## src/rtl/mem_arbiter.sv

```systemverilog
// mem_arbiter: round-robin arbiter sharing one 256-bit line memory between the I and D caches
module mem_arbiter (
    input  logic         clk_i,
    input  logic         rst_i,
    input  logic         i_enable_i,
    input  logic         i_write_i,
    input  logic [31:0]  i_addr_i,
    input  logic [255:0] i_data_i,
    output logic [255:0] i_data_o,
    output logic         i_ack_o,
    input  logic         d_enable_i,
    input  logic         d_write_i,
    input  logic [31:0]  d_addr_i,
    input  logic [255:0] d_data_i,
    output logic [255:0] d_data_o,
    output logic         d_ack_o,
    output logic         mem_enable_o,
    output logic         mem_write_o,
    output logic [31:0]  mem_addr_o,
    output logic [255:0] mem_data_o,
    input  logic [255:0] mem_data_i,
    input  logic         mem_ack_i,
    output logic         busy_o
);
    typedef enum logic [1:0] {IDLE, BUSY, DONE} state_e;
    state_e       state_q, state_d;
    logic         last_i_q, last_i_d;
    logic         gnt_d_q, gnt_d_d;
    logic         mem_en_q, mem_en_d;
    logic         mem_we_q, mem_we_d;
    logic [31:0]  mem_addr_q, mem_addr_d;
    logic [255:0] mem_wdata_q, mem_wdata_d;
    logic         pick_d;
    logic         mem_done;

    // D wins when it is the only requester, or when both request and I was served last
    assign pick_d   = d_enable_i && (!i_enable_i || last_i_q);
    assign mem_done = (state_q == BUSY) && mem_ack_i;

    // Next state: grant and latch in IDLE, finish on memory ack, then one DONE cycle
    always_comb begin
        state_d     = state_q;
        last_i_d    = last_i_q;
        gnt_d_d     = gnt_d_q;
        mem_en_d    = mem_en_q;
        mem_we_d    = mem_we_q;
        mem_addr_d  = mem_addr_q;
        mem_wdata_d = mem_wdata_q;
        case (state_q)
            IDLE: if (i_enable_i || d_enable_i) begin
                state_d     = BUSY;
                mem_en_d    = 1'b1;
                gnt_d_d     = pick_d;
                mem_we_d    = pick_d ? d_write_i : i_write_i;
                mem_addr_d  = pick_d ? d_addr_i  : i_addr_i;
                mem_wdata_d = pick_d ? d_data_i  : i_data_i;
            end
            BUSY: if (mem_ack_i) begin
                state_d  = DONE;
                mem_en_d = 1'b0;
                last_i_d = !gnt_d_q;
            end
            default: state_d = IDLE;
        endcase
    end

    // State and registered memory-side outputs; reset leaves I as last grant so D wins first
    always_ff @(posedge clk_i) begin
        if (rst_i) begin
            state_q     <= IDLE;
            last_i_q    <= 1'b1;
            gnt_d_q     <= 1'b0;
            mem_en_q    <= 1'b0;
            mem_we_q    <= 1'b0;
            mem_addr_q  <= '0;
            mem_wdata_q <= '0;
        end else begin
            state_q     <= state_d;
            last_i_q    <= last_i_d;
            gnt_d_q     <= gnt_d_d;
            mem_en_q    <= mem_en_d;
            mem_we_q    <= mem_we_d;
            mem_addr_q  <= mem_addr_d;
            mem_wdata_q <= mem_wdata_d;
        end
    end

    assign busy_o       = state_q != IDLE;
    assign mem_enable_o = mem_en_q;
    assign mem_write_o  = mem_we_q;
    assign mem_addr_o   = mem_addr_q;
    assign mem_data_o   = mem_wdata_q;
    assign d_ack_o      = mem_done && gnt_d_q;
    assign i_ack_o      = mem_done && !gnt_d_q;
    assign d_data_o     = d_ack_o ? mem_data_i : '0;
    assign i_data_o     = i_ack_o ? mem_data_i : '0;
endmodule

```

## config.mk

```make
export PLATFORM = sky130hd
export DESIGN_NAME = mem_arbiter
export DESIGN_NICKNAME = d
export VERILOG_FILES = /design/src/rtl/mem_arbiter.sv
export SDC_FILE = /design/constraint.sdc
export NUM_CORES = 1
export LEC_CHECK = 0
export CAP_MARGIN = 20
export CORE_AREA = 2 2 631 633
export DETAILED_ROUTE_END_ITERATION = 10
export DIE_AREA = 0 0 633 635
export GPL_TIMING_DRIVEN = 0
export PLACE_DENSITY_LB_ADDON = 0.1
export SLEW_MARGIN = 20
export SYNTH_ARGS = -nofsm -noshare
export SYNTH_HDL_FRONTEND = slang
export SYNTH_SLANG_ARGS = --single-unit
```

## constraint.sdc

```tcl
create_clock -name clk_i -period 1.27 [get_ports clk_i]
set_input_delay 0.1905 -clock clk_i [delete_from_list [all_inputs] [get_ports clk_i]]
set_output_delay 0.1905 -clock clk_i [all_outputs]
set_load 0.05 [all_outputs]
```

==> reports/metrics.yaml <==
status: "finished, violations left"
violations: "setup timing"
r2r-end: "mem_data_o[157]"
synthFlopType: "dfxtp_1"
syn_nets: 3166
ir_worst_vdd_mv: 0.9889
drt_iter0_markers: 1488
avgSynthCellArea_sq_um: 7.860
hold_violations: 0
min_path_cells: 3
nNetsFinal: 4879
rows: 231
drv_cap: 0
criticalPathCategory: "register to output pin"
path_delay_family: "buffers and inverters"
fp.coreArea_sq_um: 394800
wl_per_cell_microns: 32.67
die_y_microns: 635
netlist_area_sq_um: 18290
areaGrowthSynthToFinish_pct: 153.0
cp-startpoint: "state_q[1]"
cpMostUsedCell: "buf_12"
viasPerCell: 2.991
hold_end: "mem_data_o[124]"
required_ps: 1080
drtPass1Iterations: 7
start_kind: "register"
ios: 1644
post-place-ws_ps: -2893
rr_worst_depth: 5
io_buffers: 1642
critPathCaptureType: "output pin"
grt_antenna_before_repair: 165
worst_pin_slew_ps: 1146
cts.sinks: 294
period_minus_slack_ps: 2518
crit_arrival_ps: 2330
worstHoldStart: "i_data_i[124]"
grt_pass1_vias: 28800
power.total_mw: 46.80
yosys_warnings: 0
setup_viol: 1099
period_share_pct: 198.3
max_slew_margin_pct: 23.38
timing.rr.start: "state_q[0]"
slowest_stage: "dfxtp_2"
cp_max_fo: 6
h-tree-depth: 2
nFillCells: 45590
grt_pass1_wl_microns: 373600
power_density_nw_per_um2: 1011
yosysUniqueCellTypes: 24
syn_inst: 2327
p_leak_nw: 15.89
synth_edf_count: 0
initial_utilization_pct: 4.633
drive_above_1_share_pct: 32.41
clkLatencyLatePin_ps: 670
cts-root-buf: "clkbuf_16"
remaining_drc_errors: 0
grt_max_degree: 13
die_area_sq_um: 402000
hold_class: "primary input to register"
dpl-instance-area_sq_um: 42310
critPathBufInv: 5
wl_microns: 306300
rsz0062_at_grt: "true"
final_area_sq_um: 46280
r2r_slack_ps: -1010
synthArstFlopShare_pct: 0
clkSlewWorstSetupHoldPaths_ps: 60
maxSlewViolCount: 0
clock.fmax_mhz: 397.1
numCtsBuffers: 47
die_x_microns: 633
ys_ff_latch: 294
ys_seq_area_share_pct: 32.18
grt_usage_pct: 14.59
crit_chain: "nand3b_4, nor2_4, buf_12, buf_12, buf_12, clkbuf_16, and2_4, buf_8"
tritoncts: "yes"
timing.final.ws_setup_ps: -1248
gp_congestion: 0.8713
overflow: 0
critPathMaxStageDelay_ps: 320
fin_worst_skew_ps: 37.11
ant_nets: 0
vias: 28050
fin_hold_ws_ps: 99.57
cts_buffer_depth: 3
hpwl_microns: 268000
synth_stat cells, drive strengths merged (2+ instances only):
cell,n,area share [%]
and2,512,18
dfxtp,294,32
a21oi,292,8.0
o21ai,290,7.9
a211oi,289,12
a311oi,289,14
clkbuf,211,4.3
buf,133,3.8
nor2,5,0.14
inv,3,0.062
nand2,2,0.041
cell type report:
type | count | area (sq um) | area share [%]
clock inverters | 14 | 173.9 | 0.3758
clock buffers | 71 | 1426 | 3.082
diodes | 58 | 145.1 | 0.3136
inverters | 3 | 25.02 | 0.05407
repair buffers | 1664 | 17770 | 38.39
flip-flops and latches | 294 | 5901 | 12.75
multi-input cells | 1686 | 11930 | 25.78
plain buffers | 344 | 2355 | 5.088
well taps | 5242 | 6559 | 14.17
sequential cells by signal, indices dropped and copies added (netlist names):
signal / count
mem_addr_o: 32
mem_enable_o: 1
mem_data_o: 256
state_q: 2
gnt_d_q: 1
mem_write_o: 1
last_i_q: 1
cells by family (layout without fill, tap and decap cells):
logic type      count (synthesis)  after routing  share of synthesized area, %
compound gates               1161           1161                         41.67
buf+inv                       347           2096                         8.167
flops                         294            294                         32.18
other cells                     0             58                             0
simple gates                  525            525                         17.98
worst max-delay path by stage:
stage	endpoint	slack, ps	cells after the start
after floorplan	i_data_o[223]	-260	5
after global placement	d_data_o[28]	-2850	7
after detailed placement	d_data_o[28]	-2890	7
after CTS	i_data_o[120]	-1420	8
after global routing	i_data_o[112]	-1380	8
final	i_data_o[130]	-1250	8
cells in the final DEF, fill, tap and decap left out, types with 73 or more instances in the layout:
cell type        count
buf_12              73
buf_4              123
dfxtp_1            288
o21ai_1             88
clkbuf_1           156
and2_2             175
o21ai_0            201
and2_4             305
a21oi_1            292
buf_6              187
a211oi_1           288
buf_2              150
buf_8              153
clkdlybuf4s50_1   1108
a311oi_1           287
layer usage:
metal  part of all wire [%]  track usage [%]  wire length [microns]  up-vias
li1                       -                -                      -    12330
met1                     35            14.99                 108400    13840
met2                     53            27.93                 163800     1378
met3                    6.8            3.963                  20930      417
met4                    4.1            5.148                  12650       80
met5                   0.17                0                    524        -
tightest hold or removal path: stages:
cell	delay (ps)
clkdlybuf4s50_1	390
o21ai_0	70
a211oi_1	60
per-stage QoR:
stage | setup TNS, ps | cells | util [%]
detailed placement | -1666950 | 9213 | 10.72
global route | -1231390 | 9349 | 11.71
global placement | -1722540 | 9211 | 10.73
floorplan | -107530 | 2327 | -
finish | -1062500 | 9376 | 11.72
CTS | -1283150 | 9308 | 11.18
where the power goes:
group          internal (mW)  switching, mW
logic                   7.44           13.8
clock network           8.32           5.93
registers               10.3          0.956
total                   26.1           20.7
repair_timing:
item / CTS / global route
hold endpoints to repair: 1 / 0
hold buffers: 1 / 0
pin swaps: 2 / 2
resized for setup: 3372 / 648
cloned: 4 / 3
endpoints found under the setup margin: 1099 / 1099
setup buffers: 5 / 7
No activity file was read; power rests on OpenSTA's default activity.
